File: src/rtl/vga_timing_pattern_gen.sv
// Parametrised VGA timing generator with a registered, sync-aligned test-pattern source.
// Optional macro VGA_PATTERN_SCROLL_EN: bars and gradient scroll left one pixel per frame.
module vga_timing_pattern_gen #(
  parameter int H_ACTIVE = 640,
  parameter int H_FP     = 16,
  parameter int H_SYNC   = 96,
  parameter int H_BP     = 48,
  parameter int V_ACTIVE = 480,
  parameter int V_FP     = 10,
  parameter int V_SYNC   = 2,
  parameter int V_BP     = 33,
  parameter int HS_POL   = 0,
  parameter int VS_POL   = 0,
  parameter int COLOR_W  = 8,
  parameter int CNT_W    = 12
) (
  input  logic                 clk,
  input  logic                 rst_n,
  input  logic                 enable,
  input  logic [1:0]           mode,
  input  logic [3*COLOR_W-1:0] solid_rgb,
  output logic                 hsync,
  output logic                 vsync,
  output logic                 de,
  output logic [CNT_W-1:0]     x,
  output logic [CNT_W-1:0]     y,
  output logic [COLOR_W-1:0]   r,
  output logic [COLOR_W-1:0]   g,
  output logic [COLOR_W-1:0]   b,
  output logic                 line_start,
  output logic                 frame_start,
  output logic [15:0]          frame_cnt
);

  localparam int H_TOTAL = H_ACTIVE + H_FP + H_SYNC + H_BP;
  localparam int V_TOTAL = V_ACTIVE + V_FP + V_SYNC + V_BP;

  localparam logic [CNT_W-1:0] H_MAX  = CNT_W'(H_TOTAL - 1);
  localparam logic [CNT_W-1:0] V_MAX  = CNT_W'(V_TOTAL - 1);
  localparam logic [CNT_W-1:0] H_ACT  = CNT_W'(H_ACTIVE);
  localparam logic [CNT_W-1:0] V_ACT  = CNT_W'(V_ACTIVE);
  localparam logic [CNT_W-1:0] H_LAST = CNT_W'(H_ACTIVE - 1);
  localparam logic [CNT_W-1:0] V_LAST = CNT_W'(V_ACTIVE - 1);
  localparam logic [CNT_W-1:0] HS_BEG = CNT_W'(H_ACTIVE + H_FP);
  localparam logic [CNT_W-1:0] HS_END = CNT_W'(H_ACTIVE + H_FP + H_SYNC);
  localparam logic [CNT_W-1:0] VS_BEG = CNT_W'(V_ACTIVE + V_FP);
  localparam logic [CNT_W-1:0] VS_END = CNT_W'(V_ACTIVE + V_FP + V_SYNC);
  localparam logic [CNT_W-1:0] BAR_W  = CNT_W'(H_ACTIVE / 8);
  localparam logic             HS_ON  = (HS_POL != 0);
  localparam logic             VS_ON  = (VS_POL != 0);
  localparam logic [COLOR_W-1:0] FULL = {COLOR_W{1'b1}};

  logic [CNT_W-1:0]     h_q, h_d, v_q, v_d;
  logic [15:0]          frame_cnt_q, frame_cnt_d;
  logic                 seen_q, seen_d;
  logic [1:0]           mode_q, mode_d;
  logic [3*COLOR_W-1:0] solid_q, solid_d;

  logic                 hsync_q, hsync_d, vsync_q, vsync_d, de_q, de_d;
  logic [CNT_W-1:0]     x_q, x_d, y_q, y_d;
  logic [COLOR_W-1:0]   r_q, r_d, g_q, g_d, b_q, b_d;
  logic                 line_start_q, line_start_d, frame_start_q, frame_start_d;

  // Counters, completed-frame count and frame-boundary latching of mode/colour
  always_comb begin
    h_d         = h_q;
    v_d         = v_q;
    frame_cnt_d = frame_cnt_q;
    seen_d      = seen_q;
    mode_d      = mode_q;
    solid_d     = solid_q;
    if (enable) begin
      if (h_q == H_MAX) begin
        h_d = '0;
        v_d = (v_q == V_MAX) ? '0 : v_q + 1'b1;
      end else begin
        h_d = h_q + 1'b1;
      end
      if ((h_q == H_MAX) && (v_q == V_MAX)) begin
        mode_d  = mode;
        solid_d = solid_rgb;
      end
      if ((h_q == '0) && (v_q == '0)) begin
        seen_d = 1'b1;
        if (seen_q) frame_cnt_d = frame_cnt_q + 16'd1;
      end
    end
  end

  logic [CNT_W-1:0] px;
`ifdef VGA_PATTERN_SCROLL_EN
  localparam logic [CNT_W:0] H_ACT_W = (CNT_W+1)'(H_ACTIVE);
  logic [CNT_W:0] scroll_sum;
  // frame_cnt_d is the count shown alongside this pixel
  assign scroll_sum = {1'b0, h_q} + {1'b0, frame_cnt_d[CNT_W-1:0]};
  assign px         = CNT_W'(scroll_sum % H_ACT_W);
`else
  assign px = h_q;
`endif

  logic [CNT_W-1:0]   bar_q;
  logic [2:0]         bar_idx;
  logic [COLOR_W-1:0] diag;
  logic               grid_on;

  assign bar_q   = px / BAR_W;
  assign bar_idx = (bar_q > CNT_W'(7)) ? 3'd7 : bar_q[2:0];
  assign diag    = px[COLOR_W-1:0] + v_q[COLOR_W-1:0];
  assign grid_on = (h_q[3:0] == 4'd0) || (v_q[3:0] == 4'd0) ||
                   (h_q == H_LAST) || (v_q == V_LAST);

  always_comb begin
    de_d          = enable && (h_q < H_ACT) && (v_q < V_ACT);
    hsync_d       = (enable && (h_q >= HS_BEG) && (h_q < HS_END)) ? HS_ON : ~HS_ON;
    vsync_d       = (enable && (v_q >= VS_BEG) && (v_q < VS_END)) ? VS_ON : ~VS_ON;
    line_start_d  = enable && (h_q == '0);
    frame_start_d = enable && (h_q == '0) && (v_q == '0);
    x_d           = h_q;
    y_d           = v_q;
    r_d           = '0;
    g_d           = '0;
    b_d           = '0;
    if (de_d) begin
      unique case (mode_q)
        2'd0: begin
          // white, yellow, cyan, green, magenta, red, blue, black
          r_d = bar_idx[1] ? '0 : FULL;
          g_d = bar_idx[2] ? '0 : FULL;
          b_d = bar_idx[0] ? '0 : FULL;
        end
        2'd1: begin
          r_d = grid_on ? FULL : '0;
          g_d = grid_on ? FULL : '0;
          b_d = grid_on ? FULL : '0;
        end
        2'd2: begin
          r_d = px[COLOR_W-1:0];
          g_d = v_q[COLOR_W-1:0];
          b_d = diag;
        end
        default: {r_d, g_d, b_d} = solid_q;
      endcase
    end
  end

  always_ff @(posedge clk or negedge rst_n) begin
    if (!rst_n) begin
      h_q           <= '0;
      v_q           <= '0;
      frame_cnt_q   <= '0;
      seen_q        <= 1'b0;
      mode_q        <= '0;
      solid_q       <= '0;
      hsync_q       <= ~HS_ON;
      vsync_q       <= ~VS_ON;
      de_q          <= 1'b0;
      x_q           <= '0;
      y_q           <= '0;
      r_q           <= '0;
      g_q           <= '0;
      b_q           <= '0;
      line_start_q  <= 1'b0;
      frame_start_q <= 1'b0;
    end else begin
      h_q           <= h_d;
      v_q           <= v_d;
      frame_cnt_q   <= frame_cnt_d;
      seen_q        <= seen_d;
      mode_q        <= mode_d;
      solid_q       <= solid_d;
      hsync_q       <= hsync_d;
      vsync_q       <= vsync_d;
      de_q          <= de_d;
      x_q           <= x_d;
      y_q           <= y_d;
      r_q           <= r_d;
      g_q           <= g_d;
      b_q           <= b_d;
      line_start_q  <= line_start_d;
      frame_start_q <= frame_start_d;
    end
  end

  assign hsync       = hsync_q;
  assign vsync       = vsync_q;
  assign de          = de_q;
  assign x           = x_q;
  assign y           = y_q;
  assign r           = r_q;
  assign g           = g_q;
  assign b           = b_q;
  assign line_start  = line_start_q;
  assign frame_start = frame_start_q;
  assign frame_cnt   = frame_cnt_q;

endmodule

File: config.mk
export PLATFORM = sky130hd
export DESIGN_NAME = vga_timing_pattern_gen
export DESIGN_NICKNAME = d
export VERILOG_FILES = /design/src/rtl/vga_timing_pattern_gen.sv
export SDC_FILE = /design/constraint.sdc
export NUM_CORES = 1
export LEC_CHECK = 0
export ABC_AREA = 1
export CAP_MARGIN = 20
export CORE_ASPECT_RATIO = 0.9
export CORE_MARGIN = 2
export CORE_UTILIZATION = 55
export CTS_BUF_LIST = sky130_fd_sc_hd__clkbuf_4
export CTS_CLUSTER_SIZE = 20
export DETAILED_ROUTE_END_ITERATION = 16
export PLACE_DENSITY = 0.86
export SETUP_SLACK_MARGIN = 0.05
export SYNTH_ARGS = -nofsm -noshare
export SYNTH_HDL_FRONTEND = slang
export SYNTH_SLANG_ARGS = --single-unit
export TNS_END_PERCENT = 30
File: constraint.sdc
create_clock -name clk -period 3.07 [get_ports clk]
set_clock_uncertainty 0.2 [all_clocks]
set_input_delay 0.307 -clock clk [delete_from_list [all_inputs] [get_ports clk]]
set_output_delay 0.307 -clock clk [all_outputs]
set_load 0.1 [all_outputs]
==> flow_summary.ini, run 1 <==
[pwr]
finalPower_uw = 3733
pwr-share-comb = 0.229
ir_worst_vdd_mv = 0.3716
intPower_uw = 2456
clock_power_share = 0.310
swShare = 0.3420
power_frac_seq = 0.461
powerDensity_nw_per_um2 = 524.3
leakage_uw = 0.003711
p_switching_uw = 1276

[die]
core-area_um2 = 10290
io_pins = 98
fp.dieW_um = 112.6
start_util = 0.5674
die_y_um = 101.8
dieArea_um2 = 11460
rows = 35

[layout]
fillers = 770
antenna_cells = 0
final_nets = 808
drive_above_1_share = 0.2272
final_cell_mix = nand2_1 (152), dfrtp_1 (116), buf_4 (82), inv_1 (65), a21oi_1 (50)
syn_to_final_growth_pct = 21.92
stdcell_count = 908
layout.cells.most_common = nand2_1

[clock_tree]
cts.sinks = 120
cts.path.max_buffers = 2
cts-root-buf = clkbuf_4
clkLatencyLatePin_ns = 0.53
path_clk_slew_ns = 0.12
cts_buffers = 17
htree_levels = 4
cts_tree = done

[synth]
ys.flop_type = dfrtp_1
synth_fa_ha_area_frac = 0.02914
synth.distinct_cells = 48
synthSimpleGateAreaFrac = 0.2434
synthXorXnorAreaFrac = 0.03000
ys_seq_elements = 120
syn_area_per_cell_um2 = 8.901
synth_top_family_by_area = simple AND/OR/NAND/NOR gates
synth_nets = 698
synth_compound_area_frac = 0.1140
syn-instance-count = 656
ys_warn_count = 0
seq_area_frac_synth = 0.5147
synth_edf_count = 0
synthMuxAreaShare = 0.001928
async_reset_ff_frac = 1.000
syn_area_um2 = 5839

[critical_path]
crit_arrival_ns = 3.09
cpMostUsedCell = nand2_1
critPathLaunchType = register
rrSetupSlack_ns = 0.25
cpPeakStageDelay_ns = 0.45
slowest_stage = dfrtp_1
critPathKind = reg2reg
crit_chain = inv_1 > ha_1 > nand2_1 > nor2_1 > nand3_1 > nor3_2 > nand2_1 > nor4_4 > nand4_2 > nor2_2 > nand3_2 > nor3b_2 > xor2_1
worst-path-max-fanout = 5
worstRegToRegCells = 13
required_ns = 3.33
cp-end-kind = register

[timing]
rsz0062_at_grt = true
min_period_ns = 2.825
max_freq_mhz = 354.0
fin_setup_tns_ns = 0
hold_viol_final = 0
relSlewSlack = 0.5296
finalCritPeriodShare = 0.9201
worstMarginPinSlew_ns = 0.7056
final-setup-viol-count = 0
finalMaxSlewViolations = 0

[grt]
grt_pass1_wl_mm = 22.80
grt.overflow.total = 0
antenna_found_initial = 0
grt_pass1_vias = 4843
grt_usage = 0.2508
grt_max_degree = 58

[route]
drt_iter0_drc = 352
avgViaCountPerCell = 5.475
final_antenna_net_count = 0
drt_wl_total_mm = 13.78
num_vias = 4971
routedWlPerCell_um = 15.18
dr.pass1.iters = 5
drcViolationCount = 0

[flow_run]
cap_viol_max_count = 0

[status]
status = finished, final reports clean

[worst_hold_path]
hold_depth = 3
hold_class = in2reg

[placed_design]
place_hpwl_mm = 9.963
io_buffer_count = 97
placed_cells = 873
place.gp.congestion = 0.9708
[worst max-delay path: cells and delay by family (launching register included)]
family | cells | cell delay [ns]
XOR/XNOR | 1 | 0.17
adder cells (fa/ha/maj) | 1 | 0.15
buffers and inverters | 1 | 0.14
flip-flops | 1 | 0.45
AND/OR/NAND/NOR | 10 | 1.67
[power groups by stage]
stage	clock, µW	sequential (µW)	combinational [µW]
2_1_floorplan	0	1960	379
3_5_place_dp	0	1750	839
5_1_grt	1250	1730	928
4_1_cts	1170	1720	852
6_report	1160	1720	853
3_3_place_gp	0	1750	820
[layout make-up]
cell class / instances / area (µm²) / share of cell area
Clock buffer: 18 / 135.1 / 0.01898
Clock inverter: 14 / 156.4 / 0.02197
Inverter: 75 / 291.5 / 0.04095
Multi-Input combinational cell: 441 / 2451 / 0.3443
Sequential cell: 120 / 3008 / 0.4225
Tap cell: 129 / 161.4 / 0.02267
Timing Repair Buffer: 111 / 915.9 / 0.1286
[path summary, 6_finish.rpt]
check,from,end
setup reg to reg,h_q[0],frame_cnt[15]
max in group asynchronous,rst_n,b[1]
hold / removal,solid_rgb[10],solid_q[10]
hold reg to reg,h_q[9],x[9]
setup / recovery,h_q[0],frame_cnt[15]
min in group asynchronous,rst_n,h_q[8]
[per-stage QoR]
step / hold slack [ns] / cell area, µm² / utilization / worst slack (ns)
6_report: 0.1108 / 7119 / 0.6918 / 0.2452
5_1_grt: 0.08622 / 7119 / 0.6918 / 0.03036
4_1_cts: 0.09430 / 7094 / 0.6894 / 0.1869
3_5_place_dp: 0.1311 / 6793 / 0.6601 / 0.2483
3_3_place_gp: 0.1310 / 6793 / 0.6601 / 0.3513
2_1_floorplan: -0.1886 / 5839 / - / 0.4640
[cells by family after synthesis]
family	count (synthesis)
and+or+nand+nor	294
DFF	120
AOI/OAI and AO/OA	113
buffers and inverters	95
xor gates and xnor gates	20
adders and majority gates	13
muxes	1
[flip-flops by register name (all words and copies together) (netlist names)]
register,count
frame_cnt,16
r,8
b,8
vsync,1
solid_q,24
seen_q,1
frame_start,1
g,8
h_q,12
hsync,1
mode_q,2
y,12
de,1
line_start,1
x,12
v_q,12
[layer usage]
metal,global-route usage,up-vias,wire length [µm]
met2,0.3952,230,6509
met1,0.3432,2336,6028
li1,-,2373,-
met5,0,-,0
met4,0.09193,0,251
met3,0.06044,32,994
[repair_timing]
action                                 CTS  global route
setup endpoints to repair                0             3
hold buffers                             1             0
resized for setup                        0             4
setup buffers                            0             2
endpoints found under the hold margin   41             0
[Yosys cell counts, types with 2 or more instances]
cell | number | area share
a2111oi_0 | 2 | 0.0030
a21o_1 | 2 | 0.0026
a21oi_1 | 50 | 0.043
a21oi_2 | 9 | 0.013
a21oi_4 | 2 | 0.0056
buf_4 | 2 | 0.0026
buf_6 | 2 | 0.0039
clkbuf_1 | 15 | 0.0096
dfrtp_1 | 118 | 0.51
dfstp_2 | 2 | 0.0090
ha_1 | 12 | 0.026
inv_1 | 65 | 0.042
inv_2 | 7 | 0.0045
inv_4 | 2 | 0.0021
nand2_1 | 152 | 0.098
nand2_2 | 13 | 0.014
nand2_4 | 7 | 0.013
nand3_1 | 33 | 0.028
nand3_2 | 6 | 0.010
nand4_1 | 10 | 0.011
nor2_1 | 35 | 0.022
nor2_2 | 4 | 0.0043
nor3_1 | 21 | 0.018
nor4_1 | 4 | 0.0043
nor4_4 | 2 | 0.0073
o21ai_0 | 39 | 0.033
xnor2_1 | 5 | 0.0075
xor2_1 | 15 | 0.022
(Power assumes the default switching activity.)
==> run 2: changes to the inputs <==
- ABC_AREA: 1 -> unset
- GPL_ROUTABILITY_DRIVEN: unset -> 1
- PLACE_DENSITY: 0.86 -> 0.87
==> flow_summary.ini, run 2 <==
[die]
rows = 35
io_pins = 98
fp.dieW_um = 110.7
die_y_um = 100.0
start_util = 0.5571
core-area_um2 = 10120
dieArea_um2 = 11070

[timing]
rsz0062_at_grt = false
worstMarginPinSlew_ns = 0.7367
min_period_ns = 2.894
finalMaxSlewViolations = 0
relSlewSlack = 0.5088
max_freq_mhz = 345.5
hold_viol_final = 0
fin_setup_tns_ns = 0
final-setup-viol-count = 0
finalCritPeriodShare = 0.9427

[pwr]
intPower_uw = 2455
leakage_uw = 0.003326
p_switching_uw = 1548
pwr-share-comb = 0.279
finalPower_uw = 4003
clock_power_share = 0.270
ir_worst_vdd_mv = 0.8028
power_frac_seq = 0.451
swShare = 0.3868
powerDensity_nw_per_um2 = 582.6

[synth]
synth.area.top_cells = dfrtp_1 (52%), mux2_2 (4.8%), nand2_1 (3.8%), o21ai_0 (3.5%), xnor2_1 (3.4%)
post-synth-top-area-fraction = 0.5240
yosysMostFrequentCell = dfrtp_1
seq_area_frac_synth = 0.5333
ys_warn_count = 0
synth_common_cells = dfrtp_1 (118), nand2_1 (57), o21ai_0 (39), nor2_1 (31), mux2_2 (24)
synth.largest_area_cell = dfrtp_1
synth_edf_count = 0
syn-instance-count = 534
ys_seq_elements = 120
ys.flop_type = dfrtp_1
syn_area_um2 = 5635
synth_nets = 576
synth.distinct_cells = 69
async_reset_ff_frac = 1.000
syn_area_per_cell_um2 = 10.55

[clock_tree]
cts.path.max_buffers = 2
clkLatencyLatePin_ns = 0.53
htree_levels = 4
cts-root-buf = clkbuf_4
cts_buffers = 17
cts_tree = done
path_clk_slew_ns = 0.11
cts.sinks = 120

[grt]
grt_usage = 0.2514
grt_pass1_vias = 4354
grt.overflow.total = 0
grt_max_degree = 121
grt_pass1_wl_mm = 21.95
antenna_found_initial = 0

[placed_design]
place_hpwl_mm = 9.244
io_buffer_count = 97
placed_cells = 741
place.gp.congestion = 0.9471

[route]
dr.pass1.iters = 5
top_layer_used = met4
avgViaCountPerCell = 5.871
wl_met1_mm = 5.774
num_vias = 4538
wl_met2_mm = 6.322
drt_iter0_drc = 339
routedWlPerCell_um = 17.18
drt_wl_total_mm = 13.28
final_antenna_net_count = 0
dr_wl_met3_um = 955
drcViolationCount = 0

[layout]
final_nets = 674
layout.cells.most_common = dfrtp_1
regMostFlops = solid_q
drive_above_1_share = 0.2469
post-route-util = 0.6793
stdcell_count = 773
largest_reg_flops = 24
final_cell_mix = dfrtp_1 (116), buf_4 (83), nand2_1 (57), o21ai_0 (39), nor2_1 (30)
syn_to_final_growth_pct = 21.94
antenna_cells = 0

[critical_path]
critPathKind = reg2reg
critPathLaunchType = register
crit_arrival_ns = 3.12
cp-end-kind = register
worst-path-max-fanout = 14
slowest_stage = dfrtp_1
crit_buf_inv = 0
crit_chain = nor3b_2 > o32ai_2 > or3b_4 > a2111o_1 > o311a_4 > a211o_1 > a22o_1
cpPeakStageDelay_ns = 0.64
required_ns = 3.29
critPathTopFamily = compound AO/OA/AOI/OAI gates

[status]
status = finished, final reports clean

[worst_hold_path]
hold_class = in2reg

[flow_run]
cap_viol_max_count = 0
[run 2: cell types whose count changed after synthesis, moves of 7 or more]
cell / change
a21oi_1: -30
a21oi_2: -9
a31oi_1: +11
and3_1: +9
buf_2: +9
inv_1: -52
mux2_2: +23
nand2_1: -95
nand2_2: -12
nand2_4: -7
nand3_1: -12
nor3_1: -9
xnor2_1: +17
[run 2: path summary, 6_finish.rpt]
path | startpoint | slack (ns) | endpoint | cells after the start
worst max-delay path | h_q[6] | 0.18 | b[4] | 7
worst min-delay path | solid_rgb[2] | 0.13 | solid_q[2] | 3
worst max register to register | h_q[6] | 0.18 | b[4] | 7
worst min register to register | v_q[11] | 0.25 | y[11] | 0
max in group asynchronous | rst_n | 1.99 | r[6] | 3
min in group asynchronous | rst_n | 0.16 | h_q[7] | 3
[run 2: power groups by stage]
stage	combinational, µW	clock [µW]	sequential, µW
5_1_grt	1170	1180	1820
3_3_place_gp	1080	0	1830
4_1_cts	1110	1100	1800
2_1_floorplan	305	0	2310
6_report	1120	1080	1810
3_5_place_dp	1110	0	1830
[run 2: routing by layer]
metal  global-route usage  up-vias
li1                     -     2092
met1               0.3436     2214
met2               0.3992      208
met3              0.06763       24
met4              0.07788        0
met5                    0        -
[run 2: per-stage QoR]
step | cell area (µm²) | setup slack (ns) | hold WS (ns)
after floorplan | 5635 | 0.4933 | -0.1886
after global placement | 6584 | 0.2874 | 0.2352
final | 6872 | 0.1759 | 0.1318
after detailed placement | 6584 | 0.1721 | 0.2385
after global routing | 6872 | 0.05828 | 0.1104
after CTS | 6860 | 0.1767 | 0.1053
[run 2: repair_timing]
item / 4_1_cts / 5_1_grt
setup endpoints to repair: 0 / 17
gates resized for setup: 0 / 4
endpoints found under the hold margin: 118 / 0
setup buffers: 0 / 0
hold buffers: 1 / 0
[run 2: tightest hold or removal path, delay by kind of cell]
family,cells,cell delay [ns]
AO/OA/AOI/OAI,1,0.06
AND/OR/NAND/NOR,1,0.05
buffers and inverters,1,0.40
[run 2: cell type report]
class / instances / area, µm²
clock buffers: 18 / 135.1
fillers: 764 / 3244
flip-flops and latches: 120 / 3008
inverters: 14 / 52.55
well taps: 129 / 161.4
multi-input cells: 366 / 2440
repair buffers: 113 / 943.4
clock inverters: 13 / 131.4
[run 2: kinds of logic after synthesis]
family,count (synthesis),share of synthesized area
multiplexers,24,0.04796
XOR/XNOR,35,0.05440
AO/OA/AOI/OAI,113,0.1330
buffers and inverters,48,0.03574
adder cells (fa/ha/maj),13,0.03019
flip-flops,120,0.5333
AND/OR/NAND/NOR,181,0.1654
==> run 3: changes to the inputs <==
- SETUP_SLACK_MARGIN: 0.05 -> 0.02
==> flow_summary.ini, run 3 (same netlist as run 2, synthesis figures left out) <==
[status]
status = finished, final reports clean

[timing]
relSlewSlack = 0.5088
fin_ws_ns = 0.1437
finalMaxSlewViolations = 0
fin_setup_tns_ns = 0
finalCritPeriodShare = 0.9532
final-setup-viol-count = 0
max_freq_mhz = 341.7
min_period_ns = 2.926
hold_viol_final = 0
rsz0062_at_grt = false
worstMarginPinSlew_ns = 0.7367

[clock_tree]
cts-root-buf = clkbuf_4
cts_buffers = 17
htree_levels = 4
cts_tree = done
path_clk_slew_ns = 0.11
cts.path.max_buffers = 2
cts.sinks = 120
clkLatencyLatePin_ns = 0.53

[placed_design]
place.gp.congestion = 0.9471
place_area_um2 = 6584
place_ws_ns = 0.1721
place_hpwl_mm = 9.244
placed_cells = 741
io_buffer_count = 97

[critical_path]
cpPeakStageDelay_ns = 0.68
slowest_stage = dfrtp_1
crit_buf_inv = 0
critPathTopFamily = compound AO/OA/AOI/OAI gates
worst-path-max-fanout = 16
startpoint = h_q[10]
critPathKind = reg2reg
r2r-start = h_q[10]
critPathLaunchType = register
crit_arrival_ns = 3.15
crit_chain = nor3b_2 > o32ai_2 > or3b_4 > a2111o_1 > o311a_4 > a211o_1 > a22o_1
required_ns = 3.29
cp-end-kind = register

[worst_hold_path]
min_from = solid_rgb[2]
hold_class = in2reg

[die]
start_util = 0.5571
dieArea_um2 = 11070
io_pins = 98
rows = 35
fp.dieW_um = 110.7
die_y_um = 100.0
core-area_um2 = 10120

[layout]
antenna_cells = 0
final_nets = 674
stdcell_count = 773
layout.cells.most_common = dfrtp_1
largest_reg_flops = 24
syn_to_final_growth_pct = 21.91
regMostFlops = solid_q
final_area_um2 = 6870
fillers = 765
drive_above_1_share = 0.2453
final_cell_mix = dfrtp_1 (117), buf_4 (83), nand2_1 (57), o21ai_0 (39), nor2_1 (30)

[route]
dr.pass1.iters = 5
drt_iter0_drc = 339
drt_wl_total_mm = 13.28
final_antenna_net_count = 0
routedWlPerCell_um = 17.18
avgViaCountPerCell = 5.871
drcViolationCount = 0
num_vias = 4538

[grt]
grt_usage = 0.2514
grt_max_degree = 121
grt_pass1_vias = 4354
antenna_found_initial = 0
grt.overflow.total = 0
grt_pass1_wl_mm = 21.95

[pwr]
power_frac_seq = 0.451
finalPower_uw = 4003
powerDensity_nw_per_um2 = 582.7
clock_power_share = 0.270
swShare = 0.3868
intPower_uw = 2455
p_switching_uw = 1548
leakage_uw = 0.003327
pwr-share-comb = 0.279
ir_worst_vdd_mv = 0.8028

[flow_run]
cap_viol_max_count = 0
run 3: power groups by stage:
stage	sequential (µW)	combinational, µW	clock (µW)
floorplan	2310	305	0
global placement	1830	1080	0
detailed placement	1830	1110	0
CTS	1800	1110	1100
global route	1820	1170	1180
finish	1810	1120	1080
run 3: area by class of cell:
class / instances / area [µm²] / area share
inverter: 14 / 52.55 / 0.007649
clock inverter: 13 / 131.4 / 0.01912
clock buffer: 18 / 135.1 / 0.01967
multi-input combinational: 366 / 2440 / 0.3551
sequential: 120 / 3007 / 0.4376
tap: 129 / 161.4 / 0.02349
timing repair buffer: 113 / 943.4 / 0.1373
run 3: worst paths after layout:
check / endpoint / slack (ns) / cells past startpoint
worst max-delay path: b[4] / 0.14 / 7
worst min-delay path: solid_q[2] / 0.13 / 3
worst max register to register: b[4] / 0.14 / 7
worst min register to register: y[11] / 0.25 / 0
max in group asynchronous: r[6] / 1.99 / 3
min in group asynchronous: h_q[7] / 0.16 / 3
run 3: through the flow:
stage | utilization | hold slack [ns]
detailed placement | 0.6508 | 0.2385
CTS | 0.6782 | 0.1053
floorplan | - | -0.1886
global placement | 0.6508 | 0.2352
finish | 0.6792 | 0.1318
global route | 0.6792 | 0.1104
run 3: worst min-delay path: stages:
cell and delay [ns]:
clkdlybuf4s50_1 0.40, nand2_1 0.05, o21ai_0 0.06
run 3: repair_timing:
item | 4_1_cts | 5_1_grt
resized for setup | 0 | 3
endpoints found under the hold margin | 118 | 0
hold buffers | 1 | 0
setup endpoints to repair | 0 | 13
buffers inserted | 0 | 0
run 3: per-layer routing:
layer	track usage	wire, µm	share of wire
met5	0	0	0
met4	0.07788	226	0.017
met3	0.06763	955	0.072
met2	0.3992	6322	0.48
met1	0.3436	5774	0.43
